### config.mk
export PLATFORM = sky130hd
export DESIGN_NAME = store_sequencer
export DESIGN_NICKNAME = d
export VERILOG_FILES = /design/src/rtl/ucisc_pkg.sv /design/src/rtl/effect_decoder.sv /design/src/rtl/store_sequencer.sv
export SDC_FILE = /design/constraint.sdc
export NUM_CORES = 1
export LEC_CHECK = 0
export CAP_MARGIN = 40
export CORE_AREA = 5 5 79 81
export CTS_CLUSTER_DIAMETER = 80
export CTS_CLUSTER_SIZE = 24
export DETAILED_ROUTE_END_ITERATION = 8
export DIE_AREA = 0 0 84 86
export PLACE_DENSITY = 0.83
export SKIP_CTS_REPAIR_TIMING = 1
export SLEW_MARGIN = 20
export SYNTH_ARGS = -nofsm -noshare
export SYNTH_HDL_FRONTEND = slang
export SYNTH_SLANG_ARGS = --single-unit
### constraint.sdc
create_clock -name clock -period 4.63 [get_ports clock]
set_clock_uncertainty 0.2 [all_clocks]
set_input_delay 0.6945 -clock clock [delete_from_list [all_inputs] [get_ports clock]]
set_output_delay 0.6945 -clock clock [all_outputs]
set_load 0.01 [all_outputs]
### src/rtl/ucisc_pkg.sv
// Shared uCISC definitions: effect codes, flag-register bit positions and
// the store-sequencer state encoding.
package ucisc_pkg;

    localparam int FLAG_W    = 5;
    localparam int FLAG_OVF  = 0;
    localparam int FLAG_ZERO = 2;
    localparam int FLAG_NEG  = 3;

    typedef enum logic [2:0] {
        EFF_ZERO     = 3'd0,
        EFF_NOT_ZERO = 3'd1,
        EFF_POSITIVE = 3'd2,
        EFF_ALWAYS   = 3'd3,
        EFF_NOT_NEG  = 3'd4,
        EFF_NEGATIVE = 3'd5,
        EFF_NOT_OVF  = 3'd6,
        EFF_NEVER    = 3'd7
    } effect_e;

    typedef enum logic [1:0] {
        ST_IDLE     = 2'd0,
        ST_EVAL     = 2'd1,
        ST_MEM_WAIT = 2'd2
    } seq_state_e;

    // Only the flag bits the effect decoder looks at.
    typedef struct packed {
        logic negative;
        logic zero;
        logic overflow;
    } cond_flags_t;

endpackage

### src/rtl/effect_decoder.sv
// Effect decoder: turns an effect code plus the relevant ALU flags into a
// single "perform the store" condition.
module effect_decoder
    import ucisc_pkg::*;
(
    input  effect_e     effect_i,
    input  cond_flags_t flags_i,
    output logic        cond_o
);

    always_comb begin
        // NOTE: default first so every path assigns cond_o and no latch is inferred.
        cond_o = 1'b0;
        case (effect_i)
            EFF_ZERO:     cond_o = flags_i.zero;
            EFF_NOT_ZERO: cond_o = !flags_i.zero;
            EFF_POSITIVE: cond_o = !flags_i.zero && !flags_i.negative;
            EFF_ALWAYS:   cond_o = 1'b1;
            EFF_NOT_NEG:  cond_o = !flags_i.negative;
            EFF_NEGATIVE: cond_o = flags_i.negative;
            EFF_NOT_OVF:  cond_o = !flags_i.overflow;
            EFF_NEVER:    cond_o = 1'b0;
            default:      cond_o = 1'b0;
        endcase
    end

endmodule

### src/rtl/store_sequencer.sv
// Store sequencer: conditionally commits an instruction result to the register
// file or to memory. Define STORE_SEQ_TIMEOUT_EN to enable the mem_ack watchdog.
module store_sequencer
    import ucisc_pkg::*;
#(
    parameter int DATA_W         = 16,
    parameter int ADDR_W         = 16,
    parameter int TIMEOUT_CYCLES = 255
) (
    input  logic              clock,
    input  logic              reset_n,
    input  logic              issue_valid,
    output logic              issue_ready,
    input  logic [2:0]        issue_effect,
    input  logic              issue_to_mem,
    input  logic [ADDR_W-1:0] issue_addr,
    input  logic [DATA_W-1:0] issue_data,
    input  logic              issue_flags_we,
    input  logic [FLAG_W-1:0] issue_flags,
    output logic [FLAG_W-1:0] flags,
    output logic              reg_we,
    output logic [ADDR_W-1:0] reg_addr,
    output logic [DATA_W-1:0] reg_data,
    output logic              mem_req,
    output logic [ADDR_W-1:0] mem_addr,
    output logic [DATA_W-1:0] mem_data,
    input  logic              mem_ack,
    output logic              store_skipped,
    output logic              mem_timeout
);

    seq_state_e        state_q, state_d;
    effect_e           effect_q;
    logic              to_mem_q;
    logic [ADDR_W-1:0] addr_q;
    logic [DATA_W-1:0] data_q;
    logic [FLAG_W-1:0] flags_q;
    cond_flags_t       eval_flags_q;

    logic reg_we_q, reg_we_d;
    logic mem_req_q, mem_req_d;
    logic skipped_q, skipped_d;
    logic timeout_q, timeout_d;

    logic accept;
    logic in_eval;
    logic in_wait;
    logic cond_true;
    logic wait_expired;

    assign issue_ready = (state_q == ST_IDLE);
    assign accept      = issue_valid && issue_ready;
    assign in_eval     = (state_q == ST_EVAL);
    assign in_wait     = (state_q == ST_MEM_WAIT);

    // The condition is judged against the flags as they stood before the
    // accepting edge, so snapshot them even when the same edge rewrites flags_q.
    always_ff @(posedge clock or negedge reset_n) begin
        if (!reset_n) begin
            // NOTE: sequential state uses non-blocking assignments so every flop samples pre-edge values.
            effect_q     <= EFF_ZERO;
            to_mem_q     <= 1'b0;
            addr_q       <= '0;
            data_q       <= '0;
            flags_q      <= '0;
            eval_flags_q <= '0;
        end else if (accept) begin
            effect_q     <= effect_e'(issue_effect);
            to_mem_q     <= issue_to_mem;
            addr_q       <= issue_addr;
            data_q       <= issue_data;
            eval_flags_q <= '{negative: flags_q[FLAG_NEG],
                              zero:     flags_q[FLAG_ZERO],
                              overflow: flags_q[FLAG_OVF]};
            if (issue_flags_we) begin
                flags_q <= issue_flags;
            end
        end
    end

    effect_decoder u_effect_decoder (
        .effect_i (effect_q),
        .flags_i  (eval_flags_q),
        .cond_o   (cond_true)
    );

`ifdef STORE_SEQ_TIMEOUT_EN
    localparam int CNT_W = (TIMEOUT_CYCLES > 1) ? $clog2(TIMEOUT_CYCLES) : 1;

    logic [CNT_W-1:0] wait_cnt_q;

    // wait_cnt_q holds the number of MEM_WAIT cycles already completed.
    always_ff @(posedge clock or negedge reset_n) begin
        if (!reset_n) begin
            wait_cnt_q <= '0;
        end else if (in_wait && !mem_ack) begin
            wait_cnt_q <= wait_cnt_q + 1'b1;
        end else begin
            wait_cnt_q <= '0;
        end
    end

    assign wait_expired = in_wait && (wait_cnt_q == CNT_W'(TIMEOUT_CYCLES - 1));
`else
    logic unused_timeout_cfg;

    assign unused_timeout_cfg = (TIMEOUT_CYCLES != 0);
    assign wait_expired       = 1'b0;
`endif

    always_ff @(posedge clock or negedge reset_n) begin
        if (!reset_n) begin
            state_q <= ST_IDLE;
        end else begin
            state_q <= state_d;
        end
    end

    always_comb begin
        state_d = state_q;
        case (state_q)
            ST_IDLE:     if (accept) state_d = ST_EVAL;
            ST_EVAL:     state_d = (cond_true && to_mem_q) ? ST_MEM_WAIT : ST_IDLE;
            ST_MEM_WAIT: if (mem_ack || wait_expired) state_d = ST_IDLE;
            default:     state_d = ST_IDLE;
        endcase
    end

    // An ack arriving on the final watchdog cycle completes the store normally.
    always_comb begin
        reg_we_d  = 1'b0;
        mem_req_d = 1'b0;
        skipped_d = 1'b0;
        timeout_d = 1'b0;
        case (state_q)
            ST_EVAL: begin
                reg_we_d  = cond_true && !to_mem_q;
                mem_req_d = cond_true && to_mem_q;
                skipped_d = !cond_true;
            end
            ST_MEM_WAIT: begin
                mem_req_d = !(mem_ack || wait_expired);
                timeout_d = wait_expired && !mem_ack;
            end
            default: ;
        endcase
    end

    always_ff @(posedge clock or negedge reset_n) begin
        if (!reset_n) begin
            reg_we_q  <= 1'b0;
            mem_req_q <= 1'b0;
            skipped_q <= 1'b0;
            timeout_q <= 1'b0;
        end else begin
            reg_we_q  <= reg_we_d;
            mem_req_q <= mem_req_d;
            skipped_q <= skipped_d;
            timeout_q <= timeout_d;
        end
    end

    assign flags         = flags_q;
    assign reg_we        = reg_we_q;
    assign reg_addr      = addr_q;
    assign reg_data      = data_q;
    assign mem_req       = mem_req_q;
    assign mem_addr      = addr_q;
    assign mem_data      = data_q;
    assign store_skipped = skipped_q;
    assign mem_timeout   = timeout_q;

endmodule

==> results of run 1 <==
-- logic make-up after synthesis --
kind of cell	count (synthesis)	share of synthesized area
and+or+nand+nor	16	0.0468
other	1	0.00171
AOI/OAI and AO/OA	7	0.0211
muxes	44	0.226
buffers and inverters	41	0.128
adders and majority gates	3	0.0171
DFF	49	0.559
-- cells in the mapped netlist, drive strengths merged (2+ instances only) --
| library cell | n | area [um2] |
|---|---|---|
| a21oi | 3 | 15.0 |
| buf | 35 | 258 |
| clkbuf | 2 | 7.51 |
| dfrtp | 49 | 1230 |
| ha | 3 | 37.5 |
| inv | 4 | 15.0 |
| mux2 | 44 | 495 |
| nand2 | 3 | 11.3 |
| nand3 | 3 | 15.0 |
| nor4b | 2 | 17.5 |
-- per-layer routing --
| layer | wire, um | track usage |
|---|---|---|
| met1 | 1730 | 0.132 |
| met2 | 2540 | 0.243 |
| met3 | 411 | 0.0519 |
| met4 | 21 | 0.0219 |
| met5 | 0 | 0 |
-- registers in the layout, summed over array words and instances, names as in the netlist --
signal and cells:
mem_req 1, eval_flags_q 3, store_skipped 1, mem_addr 16, to_mem_q 1, state_q 2
mem_data 16, flags 5, reg_we 1, effect_q 3
-- placed cells by master (no fill, tap or decap), drive strengths merged --
| cell type | synthesis | layout |
|---|---|---|
| conb | 1 | 1 |
| clkbuf | 2 | 7 |
| nand2 | 3 | 3 |
| o31ai | 1 | 1 |
| nor4bb | 1 | 1 |
| and3b | 1 | 1 |
| ha | 3 | 3 |
| o22ai | 1 | 1 |
| nor3b | 1 | 1 |
| mux2 | 44 | 44 |
| nor4b | 2 | 2 |
| buf | 35 | 3 |
| a211oi | 1 | 1 |
| or3b | 1 | 1 |
| or4 | 1 | 1 |
| inv | 4 | 4 |
| nor2 | 1 | 1 |
| bufinv | 0 | 1 |
| nand3 | 3 | 3 |
| nand2b | 1 | 1 |
| o21ai | 1 | 1 |
| and2 | 1 | 1 |
| clkdlybuf4s50 | 0 | 117 |
| a21oi | 3 | 3 |
| dfrtp | 49 | 49 |
-- stage by stage --
stage          instances   util  hold WS, ns
6_report             324  0.622        0.129
5_1_grt              324  0.622        0.150
4_1_cts              324  0.622        0.141
3_5_place_dp         316  0.600        0.275
3_3_place_gp         314  0.591        0.272
2_1_floorplan        161      -        0.199
-- power groups by stage --
stage / combinational (mW) / sequential [mW] / clock [mW]
final: 1.33 / 0.809 / 0.311
after CTS: 1.35 / 0.812 / 0.326
after global placement: 1.30 / 0.807 / 0
after global routing: 1.41 / 0.841 / 0.341
after floorplan: 0.670 / 0.879 / 0
after detailed placement: 1.35 / 0.821 / 0
-- area by class of cell --
class                      count  area share
timing repair buffer         120       0.364
inverter                       4     0.00447
clock inverter                 1     0.00894
multi-input combinational     71       0.205
sequential                    49       0.365
clock buffer                   7      0.0257
tap                           72      0.0268
-- worst max-delay path by stage --
| stage | slack, ns | to |
|---|---|---|
| after floorplan | 2.77 | effect_q[0] |
| after global placement | 2.03 | mem_data[13] |
| after detailed placement | 2.19 | mem_data[3] |
| after CTS | 2.08 | issue_ready |
| after global routing | 2.02 | issue_ready |
| final | 2.11 | issue_ready |
-- critical path, delay by kind of cell, from the launching register on --
kind                     cells  cell delay [ns]
adder cells (fa/ha/maj)      1             0.26
buffers and inverters        2             0.66
flip-flops                   1             0.41
==> results by group, run 1 <==
Clocking
  • Longest Clk Path Bufs: 2
  • H-tree Lvls: 2
  • Clk Latency, worst-skew pair: 0.29 ns
  • Clk root buf: clkbuf_8
  • CTS Buf Count: 5
  • Clk sink count: a little under 50
  • Clock transition at the registers of the reported paths: ~0.090 ns
  • TritonCTS clock tree: built

Setup path
  • R2r endpoint: mem_data[0]
  • CP startpoint: state_q[0]
  • Reg2reg setup slack: approximately 2.7 ns
  • Arrival time at the worst endpoint: 1.63 ns
  • Setup crit end kind: primary output
  • R2R depth: 5
  • CP max stage delay: 0.57 ns
  • Req. time, crit path: 3.74 ns
  • Ordered list of cells on the worst path: inv_1 -> ha_1 -> clkdlybuf4s50_1
  • CP startpoint kind: flop
  • Worst Path Max Fanout: 4
  • Worst path slowest cell: clkdlybuf4s50_1
  • WS Path Type: flop to primary output
  • Worst r2r src: state_q[0]

Synthesis
  • Synth cell types: 24
  • Mapped Area: 2190 um2
  • Ys Warns: 0
  • Ys flop type: dfrtp_1
  • Number of synthesized register bits: a little under 50
  • Post-synth EDFFs: 0
  • FFs w/ async S/R, synth: 1.00
  • Syn_nets: 210
  • Sequential area share after synthesis: 0.559
  • Post-Syn Instances: 161
  • Post-Syn Area per Cell: 13.6 um2

Timing
  • Final Setup Violations: 0
  • Final Hold Fails: 0
  • Crit share post-route: 0.544
  • Final Max Tran Viols: 0
  • Setup WS post-layout: 2.11 ns
  • Crit path time final: 2.52 ns
  • Setup TNS: 0 ns
  • Max Fclk: slightly below 400 MHz
  • RSZ-0062 raised after global routing: no

Power
  • Seq pwr share: 0.331
  • Overall power: ~2.4 mW
  • NetSw: roughly 0.78 mW
  • Leak pwr: 1.39 nW
  • Combinational Power Share: 0.542
  • Switching part of the total power: 0.317
  • Clock network fraction of total power: 0.127
  • Maximum vdd drop: 0.000306 V
  • Pwr Density: 728 nW/um2
  • Cell Int Power: roughly 1.7 mW

Routing
  • Post-route DRC: 0
  • DRT iter0 DRCs: 21
  • Drt pass-1 iters: 4
  • Routed Antenna Nets: 0
  • Vias per inst: ~4.6
  • Via count: 1491
  • Wire length per cell: 14.5 um
  • Total Wirelength: ~4.7 mm

Cells and area
  • Final instance area: 3360 um2
  • # fillers: 456
  • Final #Nets: 300
  • # diodes: 0
  • Share of layout cells above drive strength 1: 0.226
  • Area grow syn2layout: 53.3%
  • Multi-input logic area: 688 um2
  • FF/Latch Area: 1230 um2

Global route
  • Largest net degree at the start of global routing: 32
  • Initial antenna violation count: 0
  • GR Util All Layers: 0.127
  • GRT overflow: 0
  • Vias in the first global route: 1509
  • First-pass GRT wire length: 7.38 mm

Run status
  • Outcome: complete, no violations

Die
  • Die Height: between 80 and 90 um
  • I/O pin cnt: 120
  • Starting Density: 0.406
  • Die W: about 84 um
  • Die area: between 7000 and 8000 um2
  • Total core area: 5410 um2
  • # rows: 27

Placement
  • DP Wirelength: roughly 3.8 mm
  • Post-DP Area: 3240 um2
  • GPL Wtd Cong: 0.790
  • Port bufs: roughly 120
  • Pre-CTS setup slack: 2.19 ns

Min path
  • Hold crit path type: input pin to async pin

Flow run
  • Max_cap viols: 0
No activity file was read; power rests on OpenSTA's default activity.
==> run 2, diff against run 1 <==
--- a/config.mk
+++ b/config.mk
@@ -6,12 +6,12 @@
 export NUM_CORES = 1
 export LEC_CHECK = 0
 export CAP_MARGIN = 40
-export CORE_AREA = 5 5 79 81
+export CORE_AREA = 5 5 81 83
 export CTS_CLUSTER_DIAMETER = 80
 export CTS_CLUSTER_SIZE = 24
 export DETAILED_ROUTE_END_ITERATION = 8
-export DIE_AREA = 0 0 84 86
-export PLACE_DENSITY = 0.83
+export DIE_AREA = 0 0 86 88
+export PLACE_DENSITY = 0.8
 export SKIP_CTS_REPAIR_TIMING = 1
 export SLEW_MARGIN = 20
 export SYNTH_ARGS = -nofsm -noshare
==> constraint.sdc (replaced) <==
create_clock -name clock -period 2.45 [get_ports clock]
set_clock_uncertainty 0.2 [all_clocks]
set_input_delay 0.3675 -clock clock [delete_from_list [all_inputs] [get_ports clock]]
set_output_delay 0.3675 -clock clock [all_outputs]
set_load 0.01 [all_outputs]
==> results by group, run 2 (synthesis results as in run 1) <==
Clocking
  • Longest Clk Path Bufs: 2 (unchanged)
  • CTS Buf Count: 5 (unchanged)
  • Clk Latency, worst-skew pair: 0.29 ns (about the same)
  • TritonCTS clock tree: built
  • H-tree Lvls: 2 (unchanged)
  • Clk root buf: clkbuf_8
  • Clock transition at the registers of the reported paths: 0.08 ns (about the same)
  • Clk sink count: 49 (unchanged)

Global route
  • First-pass GRT wire length: 7.16 mm (-3.0%)
  • Vias in the first global route: 1494 (-0.99%)
  • GR Util All Layers: 0.121 (-0.00652)
  • GRT overflow: 0 (unchanged)
  • Initial antenna violation count: 0 (unchanged)
  • Largest net degree at the start of global routing: 27 (-16%)

Cells and area
  • Final Instance Count excl. Fillers: 329 (+1.5%)
  • Most frequent cells in the layout: 117 x clkdlybuf4s50_1, 49 x dfrtp_1, 44 x mux2_2, 5 x clkbuf_8, 4 x inv_1
  • Final #Nets: 302 (+0.67%)
  • Share of layout cells above drive strength 1: 0.220 (-0.00572)
  • Final instance area: 3320 um2 (-1.0%)
  • Area grow syn2layout: 51.7%
  • Commonest non-fill, non-tap cell in the layout: clkdlybuf4s50_1
  • # diodes: 0 (unchanged)
  • # fillers: 491 (+7.7%)
  • Final core utilization: 0.575 (-0.0464)

Min path
  • Hold crit path type: flop to flop
  • Hold depth: 1
  • Worst hold start: to_mem_q
  • Hold EP: reg_we

Setup path
  • Ordered list of cells on the worst path: inv_1 -> ha_1 -> clkdlybuf4s50_1
  • Worst Path Max Fanout: 4 (unchanged)
  • Reg2reg setup slack: 0.59 ns (-2.07 ns)
  • Worst r2r src: effect_q[2]
  • Worst path slowest cell: clkdlybuf4s50_1
  • Setup crit end kind: primary output
  • WS Path Type: flop to primary output
  • R2r endpoint: mem_req
  • CP max stage delay: 0.58 ns (about the same)
  • Req. time, crit path: 1.88 ns (-1.86 ns)
  • CP startpoint kind: flop
  • R2R depth: 4 (-1)
  • CP startpoint: state_q[0]
  • Arrival time at the worst endpoint: 1.60 ns (-0.03 ns)

Die
  • Starting Density: 0.379 (-0.0263)
  • Total core area: 5780 um2 (+6.9%)
  • # rows: 28 (+3.7%)
  • I/O pin cnt: 120 (unchanged)
  • Die Height: 88 um (+2.3%)
  • Die W: 86 um (+2.4%)
  • Die area: 7570 um2 (+4.8%)

Routing
  • Routed Antenna Nets: 0 (unchanged)
  • Wire length per cell: 14.4 um (-0.85%)
  • Total Wirelength: 4.74 mm (+0.68%)
  • DRT iter0 DRCs: 26 (+24%)
  • Post-route DRC: 0 (unchanged)
  • Vias per inst: 4.56 (-0.93%)
  • Drt pass-1 iters: 4 (unchanged)
  • Via count: 1500 (+0.60%)

Power
  • Pwr Density: 1340 nW/um2 (+84%)
  • Maximum vdd drop: 0.000600 V (+96%)
  • Leak pwr: 1.37 nW (-1.4%)

Timing
  • Worst-margin pin slew: between 0.5 and 0.6 ns
  • Final Hold Fails: 0 (unchanged)
  • Crit path time final: approximately 2.2 ns
  • Relative slew slack: 0.638
  • Final Max Tran Viols: 0 (unchanged)
  • Setup TNS: 0 ns (unchanged)
  • Crit share post-route: 0.884
  • Final Setup Violations: 0 (unchanged)
  • WHS: 0.290 ns (+0.161 ns)
  • RSZ-0062 raised after global routing: no
  • Max Fclk: roughly 460 MHz

Placement
  • GPL Wtd Cong: 0.772 (-2.4%)
  • Post-Place Cells: 320 (+1.3%)
  • DP Wirelength: 3.85 mm (+1.7%)
  • Post-DP Area: 3230 um2 (-0.27%)
  • Port bufs: 118 (unchanged)

Run status
  • Outcome: complete, no violations

Flow run
  • Max_cap viols: 0 (unchanged)
==> run 2: changes by cell type in the layout (fill, tap and decap cells not counted) <==
| cell | previous run | this run |
|---|---|---|
| buf_4 | 0 | 2 |
| clkbuf_1 | 1 | 3 |
| buf_16 | 1 | 0 |
| bufinv_16 | 1 | 0 |
| clkbuf_8 | 6 | 5 |
| dlygate4sd3_1 | 0 | 1 |
==> run 2: metrics by stage <==
step                setup WS (ns)  total power, mW
floorplan                   0.586             2.93
global placement            0.543             3.99
detailed placement          0.507             4.07
CTS                         0.253             4.53
global route                0.192             4.73
finish                      0.283             4.44
==> run 2: worst max path at each step <==
| stage | slack, ns | cells after the start | to |
|---|---|---|---|
| CTS | 0.25 | 3 | issue_ready |
| floorplan | 0.59 | 6 | effect_q[0] |
| global placement | 0.54 | 4 | mem_data[1] |
| global route | 0.19 | 3 | issue_ready |
| detailed placement | 0.51 | 4 | mem_data[7] |
| finish | 0.28 | 3 | issue_ready |
==> run 2: critical path: cells and delay by family (launching register included) <==
kind / cells / cell delay, ns
buffers and inverters: 2 / 0.67
adders and majority gates: 1 / 0.23
DFF: 1 / 0.41
==> run 2: cell type report <==
class	instances	area, um2	area share
timing repair buffer	122	1220	0.367
multi-input combinational	71	688	0.207
sequential	49	1230	0.369
clock buffer	8	80.1	0.0241
inverter	4	15.0	0.00452
tap	75	93.8	0.0282
==> run 2: metal layers <==
| layer | routed length [um] | global-route usage | up-vias |
|---|---|---|---|
| li1 | - | - | 696 |
| met1 | 1800 | 0.132 | 735 |
| met2 | 2520 | 0.217 | 64 |
| met3 | 377 | 0.0423 | 5 |
| met4 | 42 | 0.0417 | 0 |
| met5 | 0 | 0 | - |
==> run 2: where the power goes <==
part,internal (mW),switching [mW],leakage [nW]
combinational,1.58,0.890,0.751
clock,0.203,0.238,0.0395
sequential,1.22,0.308,0.582
total,3.01,1.44,1.37
==> run 3, diff against run 2 <==
--- a/config.mk
+++ b/config.mk
@@ -5,6 +5,7 @@
 export SDC_FILE = /design/constraint.sdc
 export NUM_CORES = 1
 export LEC_CHECK = 0
+export ABC_CLOCK_PERIOD_IN_PS = 2450
 export CAP_MARGIN = 40
 export CORE_AREA = 5 5 81 83
 export CTS_CLUSTER_DIAMETER = 80
==> results of run 3 <==
No change in the layout: final DEF, timing and power equal those of run 2.
